`config.mk`:
```
export PLATFORM = sky130hd
export DESIGN_NAME = char_dmg_arbiter
export DESIGN_NICKNAME = d
export VERILOG_FILES = /design/src/rtl/char_pkg.sv /design/src/rtl/char_rr_arb.sv /design/src/rtl/char_dmg_arbiter.sv
export SDC_FILE = /design/constraint.sdc
export NUM_CORES = 1
export LEC_CHECK = 0
export BUFFER_PORTS_ARGS = -buffer_cell sky130_fd_sc_hd__buf_2
export CORE_MARGIN = 2
export CORE_UTILIZATION = 45
export CTS_CLUSTER_SIZE = 30
export DETAILED_ROUTE_END_ITERATION = 10
export GPL_ROUTABILITY_DRIVEN = 0
export PLACE_DENSITY = 0.64
export SLEW_MARGIN = 30
export SYNTH_ARGS = -nofsm -noshare
export SYNTH_HDL_FRONTEND = slang
export SYNTH_HIERARCHICAL = 1
export SYNTH_SLANG_ARGS = --single-unit
```
`constraint.sdc`:
```
create_clock -name clk -period 6.2 [get_ports clk]
set_input_delay 0.93 -clock clk [delete_from_list [all_inputs] [get_ports clk]]
set_output_delay 0.93 -clock clk [all_outputs]
set_load 0.01 [all_outputs]
```
`src/rtl/char_pkg.sv`:
```
// Shared types and constants for the character damage arbiter.
package char_pkg;

    localparam int unsigned HP_W     = 4;
    localparam logic [1:0]  GAME_RUN = 2'b01;

    typedef enum logic [1:0] {
        IDLE   = 2'd0,
        ALIVE  = 2'd1,
        INVULN = 2'd2,
        DEAD   = 2'd3
    } char_dmg_state_t;

    // Heal add performed one bit wider so overflow can never wrap past the cap.
    function automatic logic [HP_W-1:0] hp_add_sat(input logic [HP_W-1:0] hp,
                                                   input logic [HP_W-1:0] amt,
                                                   input logic [HP_W-1:0] max_hp);
        logic [HP_W:0] sum;
        sum = {1'b0, hp} + {1'b0, amt};
        if (sum > {1'b0, max_hp}) begin
            return max_hp;
        end
        return sum[HP_W-1:0];
    endfunction

endpackage

```
`src/rtl/char_rr_arb.sv`:
```
// Combinational round-robin picker: first asserted req at or above ptr, with wrap-around.
module char_rr_arb #(
    parameter int unsigned NUM_REQ = 4
) (
    input  logic [NUM_REQ-1:0]         req,
    input  logic [$clog2(NUM_REQ)-1:0] ptr,
    output logic [NUM_REQ-1:0]         grant,
    output logic                       valid
);

    localparam int unsigned PTR_W = $clog2(NUM_REQ);

    logic [PTR_W:0]   sum;
    logic [PTR_W-1:0] idx;

    always_comb begin
        grant = '0;
        valid = 1'b0;
        sum   = '0;
        idx   = '0;
        for (int i = 0; i < NUM_REQ; i++) begin
            // ptr and i are both below NUM_REQ, so one subtraction is enough to wrap.
            sum = {1'b0, ptr} + (PTR_W+1)'(i);
            if (sum >= (PTR_W+1)'(NUM_REQ)) begin
                sum = sum - (PTR_W+1)'(NUM_REQ);
            end
            idx = sum[PTR_W-1:0];
            if (!valid && req[idx]) begin
                grant[idx] = 1'b1;
                valid      = 1'b1;
            end
        end
    end

endmodule

```
`src/rtl/char_dmg_arbiter.sv`:
```
// Player HP sequencer: round-robin damage arbitration, i-frames, heal and death detection.
// Optional applied-hit counter enabled by defining CHAR_DMG_HITCNT_EN.
module char_dmg_arbiter
    import char_pkg::*;
#(
    parameter int unsigned NUM_REQ = 4,
    parameter int unsigned MAX_HP  = 8,
    parameter int unsigned IFRAMES = 60
) (
    input  logic                 clk,
    input  logic                 rst,
    input  logic                 frame_tick,
    input  logic [1:0]           game_active,
    input  logic                 game_start,
    input  logic [NUM_REQ-1:0]   req_valid,
    input  logic [4*NUM_REQ-1:0] req_amt,
    output logic [NUM_REQ-1:0]   req_ack,
    input  logic                 heal_valid,
    input  logic [3:0]           heal_amt,
    output logic [HP_W-1:0]      char_hp,
    output logic                 invuln,
    output logic                 hit_pulse,
    output logic                 char_dead,
    output logic [7:0]           hit_count
);

    localparam int unsigned     PTR_W    = $clog2(NUM_REQ);
    localparam logic [HP_W-1:0] MAX_HP_V = HP_W'(MAX_HP);
    localparam logic [7:0]      IFRAMES_V = 8'(IFRAMES);

    char_dmg_state_t      state_q, state_d;
    logic [HP_W-1:0]      hp_q, hp_d;
    logic [7:0]           iframe_q, iframe_d;
    logic [PTR_W-1:0]     ptr_q, ptr_d;
    logic [NUM_REQ-1:0]   ack_q, ack_d;
    logic                 hit_q, hit_d;
    logic                 invuln_q, dead_q;

    logic [NUM_REQ-1:0]   grant;
    logic                 grant_valid;
    logic [PTR_W-1:0]     win_idx;
    logic [3:0]           win_amt;
    logic [PTR_W-1:0]     ptr_next;
    logic [HP_W-1:0]      heal_eff;

    char_rr_arb #(
        .NUM_REQ (NUM_REQ)
    ) u_rr_arb (
        .req   (req_valid),
        .ptr   (ptr_q),
        .grant (grant),
        .valid (grant_valid)
    );

    always_comb begin
        win_idx = '0;
        win_amt = '0;
        for (int i = 0; i < NUM_REQ; i++) begin
            if (grant[i]) begin
                win_idx = PTR_W'(i);
                win_amt = req_amt[4*i +: 4];
            end
        end
    end

    assign ptr_next = (win_idx == PTR_W'(NUM_REQ - 1)) ? '0 : win_idx + PTR_W'(1);
    assign heal_eff = heal_valid ? heal_amt : '0;

    always_comb begin
        state_d  = state_q;
        hp_d     = hp_q;
        iframe_d = iframe_q;
        ptr_d    = ptr_q;
        ack_d    = '0;
        hit_d    = 1'b0;

        if (game_start) begin
            state_d  = ALIVE;
            hp_d     = MAX_HP_V;
            iframe_d = '0;
            ptr_d    = '0;
            ack_d    = req_valid;
        end else if (game_active != GAME_RUN) begin
            // Frozen: everything holds, no acks, frame_tick ignored.
        end else begin
            unique case (state_q)
                IDLE, DEAD: begin
                    ack_d = req_valid;
                end
                ALIVE: begin
                    if (grant_valid) begin
                        ack_d = grant;
                        ptr_d = ptr_next;
                    end
                    if (grant_valid && (win_amt != '0)) begin
                        hit_d = 1'b1;
                        if (win_amt >= hp_q) begin
                            hp_d    = '0;
                            state_d = DEAD;
                        end else begin
                            hp_d     = hp_add_sat(hp_q - win_amt, heal_eff, MAX_HP_V);
                            state_d  = INVULN;
                            iframe_d = IFRAMES_V;
                        end
                    end else begin
                        hp_d = hp_add_sat(hp_q, heal_eff, MAX_HP_V);
                    end
                end
                INVULN: begin
                    // Winner is consumed but its damage is dropped.
                    if (grant_valid) begin
                        ack_d = grant;
                        ptr_d = ptr_next;
                    end
                    hp_d = hp_add_sat(hp_q, heal_eff, MAX_HP_V);
                    if (frame_tick) begin
                        if (iframe_q == 8'd1) begin
                            state_d  = ALIVE;
                            iframe_d = '0;
                        end else begin
                            iframe_d = iframe_q - 8'd1;
                        end
                    end
                end
            endcase
        end
    end

    always_ff @(posedge clk or negedge rst) begin
        if (!rst) begin
            state_q  <= IDLE;
            hp_q     <= '0;
            iframe_q <= '0;
            ptr_q    <= '0;
            ack_q    <= '0;
            hit_q    <= 1'b0;
            invuln_q <= 1'b0;
            dead_q   <= 1'b0;
        end else begin
            state_q  <= state_d;
            hp_q     <= hp_d;
            iframe_q <= iframe_d;
            ptr_q    <= ptr_d;
            ack_q    <= ack_d;
            hit_q    <= hit_d;
            invuln_q <= (state_d == INVULN);
            dead_q   <= (state_d == DEAD);
        end
    end

`ifdef CHAR_DMG_HITCNT_EN
    logic [7:0] hit_cnt_q;

    always_ff @(posedge clk or negedge rst) begin
        if (!rst) begin
            hit_cnt_q <= '0;
        end else if (game_start) begin
            hit_cnt_q <= '0;
        end else if (hit_d && (hit_cnt_q != 8'hFF)) begin
            hit_cnt_q <= hit_cnt_q + 8'd1;
        end
    end

    assign hit_count = hit_cnt_q;
`else
    assign hit_count = '0;
`endif

    assign char_hp   = hp_q;
    assign req_ack   = ack_q;
    assign hit_pulse = hit_q;
    assign invuln    = invuln_q;
    assign char_dead = dead_q;

endmodule

```
==> run metrics, run 1 <==
outcome=complete, no violations; drt first pass iters=4; HP Class=reg2reg; Clock Tree Buf Depth=2; CTS tree=built; Antenna Nets Post-Route=0; max cap viols=0; Total GRT Usage=0.195; Slew @ Worst Pin=0.895 ns; Rows=28; # setup viols final=0; commonest non-fill, non-tap cell in the layout=buf_2; number of global-route vias before repair=2258; # nets final=405; H-tree Lvls=1; post-synthesis instance total=313; post-synth top area share=0.211; vias per cell=5.89; PortBufs=41; final hold slack=0.533 ns; Critical Path End=char_hp[1]; Crit. Startpoint=ptr_q[0]; critical path class=reg2reg; Initial Util=0.463; cts hold-fix bufs=0; cts repair resizes=0; Area Overhead vs Synth=9.73%; total power=823 uW; Ports=50; Synth warnings=6; setup TNS=0 ns; Seq/Total Area, Yosys=0.211; Final min period=5.29 ns; CTS sink count=23; Worst Setup Slack, final=0.906 ns; FF-to-FF setup slack=0.91 ns; die height=81.8 um; Residual DRC=0; largest net degree at the start of global routing=25; worst min-delay path startpoint=iframe_q[6]; final WL=6.52 mm; max-slew violation count=0; Max Fanout on Critical Path=23; routed length per instance=15.4 um; Pleak=0.00137 uW; CP Launch Type=flop; CP required=6.34 ns; RSZ-0062 raised after global routing=false; clk slew on worst S/H paths=0.09 ns; worst slack, placed=0.955 ns; EDFF count, synth=0; Synth cell types=69; layout cells sized above 1=0.198; total die area=6700 sq um; Peak Freq=189 MHz; reg-to-reg endpoint=char_hp[1]; synth top area cells=dfrtp_1, ha_1, inv_1; Async SR Flop Fraction=1.00; worst reg-to-reg path cell count=16; cell taking the most area after synthesis=dfrtp_1; most frequent cells in the layout=buf_2, inv_1, nand2_1; Peak VDD IR=0.108 mV; Worst EP arrival=5.43 ns; number of antenna diodes=0; worst reg2reg startpoint=ptr_q[0]; Post-CTS Setup Bufs=0; initial antenna violation count=0; clock buffer count from CTS=3; global-route wire length before repair=10.4 mm; Final Skew=0.00599 ns; Final period util=0.854; synthesized area per cell=8.71 sq um; final hold vios=0; Die Span X=81.8 um; hpwl dp=5.11 mm; gr ovfl total=0; Slew HR=0.404; Starting DRT DRC Count=120; Mapped Area=2730 sq um; crit end category=flop; Vias=2493; Root Buffer=clkbuf_8; Post-synth top flop=dfrtp_1; Cell Pwr Density=275 nW/um^2; Core Region=5890 sq um; flop and latch count out of synthesis=23; later-pin clock latency in the skew report=0.27 ns
==> synthesized netlist by cell type (4+ instances only) <==
library cell	n
inv_1	30
nand2_1	24
dfrtp_1	23
ha_1	22
nor2_1	20
o21ai_0	13
a21oi_1	8
buf_4	8
nand2b_1	8
a21o_1	7
mux2i_1	7
nor2b_1	7
nor3_1	7
o22ai_1	7
buf_2	6
o211ai_1	5
o2bb2ai_1	5
and2_1	4
and3_1	4
nand3_1	4
nand3b_1	4
nand4bb_1	4
==> final cells by class <==
type | instances | area (sq um)
fillers | 572 | 2890
clock buffers | 3 | 41.3
inverters | 30 | 113
repair buffers | 43 | 220
multi-input cells | 248 | 1940
well taps | 75 | 93.8
clock inverters | 1 | 7.51
flip-flops and latches | 23 | 576
==> worst min-delay path by stage <==
stage | to | slack (ns) | depth (start not counted)
2_1_floorplan | iframe_q[6] | 0.47 | 1
3_3_place_gp | iframe_q[6] | 0.52 | 1
3_5_place_dp | iframe_q[6] | 0.52 | 1
4_1_cts | iframe_q[6] | 0.54 | 1
5_1_grt | iframe_q[6] | 0.56 | 1
6_report | iframe_q[6] | 0.53 | 1
==> critical path: stages, from the launching register on <==
cell and delay, ns:
dfrtp_1 0.33, buf_4 0.23, inv_1 0.15, ha_1 0.40
mux2i_1 0.41, mux2_2 0.29, a2111oi_2 0.08, o2bb2ai_1 0.74
a21oi_2 0.14, a32oi_4 0.37, ha_1 0.25, fa_1 0.46
fa_1 0.44, xor2_1 0.18, and3_1 0.19, o2111ai_1 0.31
o221ai_1 0.18
==> metal layers <==
metal / global-route usage / share of wire / vias to the layer above
met5: 0 / 0 / -
met4: 0.0467 / 0.013 / 0
met3: 0.0187 / 0.035 / 13
met2: 0.340 / 0.51 / 58
met1: 0.260 / 0.44 / 1196
li1: - / - / 1226
==> cells by family after synthesis <==
kind of cell	share of synthesized area
simple gates	0.216
compound gates	0.304
buf+inv	0.0867
fa+ha+maj	0.123
flops	0.211
mux	0.0422
xor+xnor	0.0161
other cells	0.00138
==> power by group <==
part / internal [uW] / switching (uW)
clock: 45.6 / 53.4
combinational: 228 / 300
sequential: 172 / 25.2
total: 445 / 378
==> flip-flops by register name, summed over array words and instances, names as in the netlist <==
register   flops
req_ack        4
char_dead      1
ptr_q          2
hit_pulse      1
state_q        2
invuln         1
char_hp        4
iframe_q       8
==> per-stage QoR <==
stage / utilization / area (sq um) / cells
finish: 0.508 / 2990 / 423
global route: 0.508 / 2990 / 423
CTS: 0.508 / 2990 / 423
detailed placement: 0.500 / 2940 / 419
global placement: 0.500 / 2940 / 419
floorplan: - / 2750 / 320
(Power assumes the default switching activity.)
==> inputs of run 2 (changes only) <==
--- a/config.mk
+++ b/config.mk
@@ -5,13 +5,13 @@
 export SDC_FILE = /design/constraint.sdc
 export NUM_CORES = 1
 export LEC_CHECK = 0
-export BUFFER_PORTS_ARGS = -buffer_cell sky130_fd_sc_hd__buf_2
 export CORE_MARGIN = 2
 export CORE_UTILIZATION = 45
 export CTS_CLUSTER_SIZE = 30
 export DETAILED_ROUTE_END_ITERATION = 10
+export DONT_BUFFER_PORTS = 1
 export GPL_ROUTABILITY_DRIVEN = 0
-export PLACE_DENSITY = 0.64
+export PLACE_DENSITY = 0.57
 export SLEW_MARGIN = 30
 export SYNTH_ARGS = -nofsm -noshare
 export SYNTH_HDL_FRONTEND = slang
==> run 2 against run 1 <==
Compared with the run above: combinational power fell by 5.5%; power fell by 1.3%; sequential power rose by 5%; global-route usage rose by 0.37 points; first-iteration DRC count fell by 40%; design area fell by 6.9%; maximum frequency fell by 4.7%; utilization fell by 3.5 points.
==> run metrics, run 2 (synthesis gave the netlist of run 1 again) <==
Post-CTS Setup Bufs=0 (unchanged); commonest non-fill, non-tap cell in the layout=inv_1 (was buf_2); Pleak=0.00119 uW (was 0.00137 uW); reg-to-reg endpoint=char_hp[1] (unchanged); later-pin clock latency in the skew report=0.28 ns (was 0.27 ns); Clock Tree Buf Depth=2 (unchanged); max-slew violation count=0 (unchanged); Area Overhead vs Synth=2.16% (was 9.73%); Slew HR=0.437 (was 0.404); clock buffer count from CTS=3 (unchanged); most frequent cells in the layout=inv_1, nand2_1, dfrtp_1 (was buf_2, inv_1, nand2_1); setup TNS=0 ns (unchanged); hpwl dp=5.07 mm (was 5.11 mm); clk slew on worst S/H paths=0.10 ns (was 0.09 ns); Die Span X=81.8 um (unchanged); largest net degree at the start of global routing=25 (unchanged); Final min period=5.55 ns (was 5.29 ns); CP Launch Type=flop (unchanged); PortBufs=0 (was 41); Combinational Power Share=0.615 (was 0.641); Finished Layout Cells=381 (was 423); crit end category=flop (unchanged); gr ovfl total=0 (unchanged); H-tree Lvls=1 (unchanged); Sequential Power Share=0.255 (was 0.239); Final Skew=0.00870 ns (was 0.00599 ns); number of global-route vias before repair=2235 (was 2258); number of antenna diodes=0 (unchanged); Peak VDD IR=0.104 mV (was 0.108 mV); Largest register FFs=8 (unchanged); outcome=complete, no violations (unchanged); # setup viols final=0 (unchanged); Critical Path End=char_hp[1] (unchanged); Vias=2312 (was 2493); CP required=6.34 ns (about the same); final WL=6.55 mm (was 6.52 mm); Max Fanout on Critical Path=23 (unchanged); vias per cell=6.07 (was 5.89); global-route wire length before repair=10.4 mm (about the same); HP Class=in2async (was reg2reg); Initial Util=0.463 (unchanged); switching power=379 uW (was 378 uW); Crit. Startpoint=ptr_q[0] (unchanged); cts repair resizes=0 (unchanged); worst reg2reg startpoint=ptr_q[0] (unchanged); max cap viols=0 (unchanged); placed cell count=377 (was 419); total die area=6700 sq um (unchanged); # nets final=363 (was 405); drt first pass iters=4 (unchanged); Pint=433 uW (was 445 uW); Worst EP arrival=5.70 ns (was 5.43 ns); Clk network pwr share=0.130 (was 0.120); die height=81.8 um (unchanged); Sw Ratio=0.467 (was 0.459); CTS tree=built (unchanged); Rows=28 (unchanged); Cell Pwr Density=292 nW/um^2 (was 275 nW/um^2); Slew @ Worst Pin=0.845 ns (was 0.895 ns); cts hold-fix bufs=0 (unchanged); Core Region=5890 sq um (unchanged); Antenna Nets Post-Route=0 (unchanged); Final period util=0.896 (was 0.854); Total GRT Usage=0.199 (was 0.195); final hold vios=0 (unchanged); Ports=50 (unchanged); worst reg-to-reg path cell count=15 (was 16); routed length per instance=17.2 um (was 15.4 um); Root Buffer=clkbuf_8 (unchanged); RSZ-0062 raised after global routing=false (unchanged); Top reg by flops=iframe_q (unchanged); Starting DRT DRC Count=72 (was 120); critical path class=reg2reg (unchanged); CTS sink count=23 (unchanged); layout cells sized above 1=0.0915 (was 0.198); fillers=576 (was 572); FF-to-FF setup slack=0.65 ns (was 0.91 ns); Residual DRC=0 (unchanged); Peak Freq=180 MHz (was 189 MHz); initial antenna violation count=0 (unchanged)
[run 2: changes by cell type in the layout (fill, tap and decap cells not counted)]
cell       change
buf_2         -41
o2bb2ai_2      +1
o2bb2ai_1      -1
buf_4          -1
[run 2: per-layer routing]
layer / GRT usage / part of all wire / vias up
met5: 0 / 0 / -
met4: 0.0483 / 0.0047 / 0
met3: 0.0286 / 0.034 / 4
met2: 0.366 / 0.52 / 36
met1: 0.242 / 0.44 / 1137
li1: - / - / 1135
[run 2: worst min-delay path by stage]
stage / from / endpoint / cells past startpoint
floorplan: iframe_q[6] / iframe_q[6] / 1
global placement: iframe_q[6] / iframe_q[6] / 1
detailed placement: iframe_q[6] / iframe_q[6] / 1
CTS: rst / iframe_q[1] / 0
global route: rst / iframe_q[1] / 0
finish: rst / iframe_q[1] / 0
[run 2: stage by stage]
step,hold slack [ns],cell area [sq um],util,power [uW],setup slack [ns]
2_1_floorplan,0.473,2750,-,619,1.57
3_3_place_gp,0.518,2730,0.464,699,0.737
3_5_place_dp,0.527,2730,0.464,708,0.562
4_1_cts,0.325,2780,0.472,814,0.528
5_1_grt,0.303,2790,0.473,883,0.297
6_report,0.326,2790,0.473,812,0.647
[run 2: final cells by class]
class	instances	area, sq um	area share
inverters	30	113	0.0404
multi-input cells	248	1950	0.699
repair buffers	1	7.51	0.00270
well taps	75	93.8	0.0337
flip-flops and latches	23	576	0.207
clock buffers	3	41.3	0.0148
clock inverters	1	7.51	0.00270
[run 2: critical path, cell delays in order, from the launching register on]
cell and delay [ns]:
dfrtp_1 0.78, inv_1 0.22, ha_1 0.42, mux2i_1 0.39
mux2_2 0.29, a2111oi_2 0.08, o2bb2ai_1 0.69, nand3b_2 0.17
a32oi_4 0.36, ha_1 0.25, fa_1 0.46, fa_1 0.44
xor2_1 0.18, and3_1 0.20, o2111ai_1 0.32, o221ai_1 0.18
[run 2: power by group through the flow]
stage | sequential (uW) | combinational, uW | clock (uW)
6_report | 207 | 499 | 106
5_1_grt | 211 | 556 | 116
2_1_floorplan | 198 | 421 | 0
3_3_place_gp | 210 | 490 | 0
3_5_place_dp | 210 | 498 | 0
4_1_cts | 207 | 500 | 106
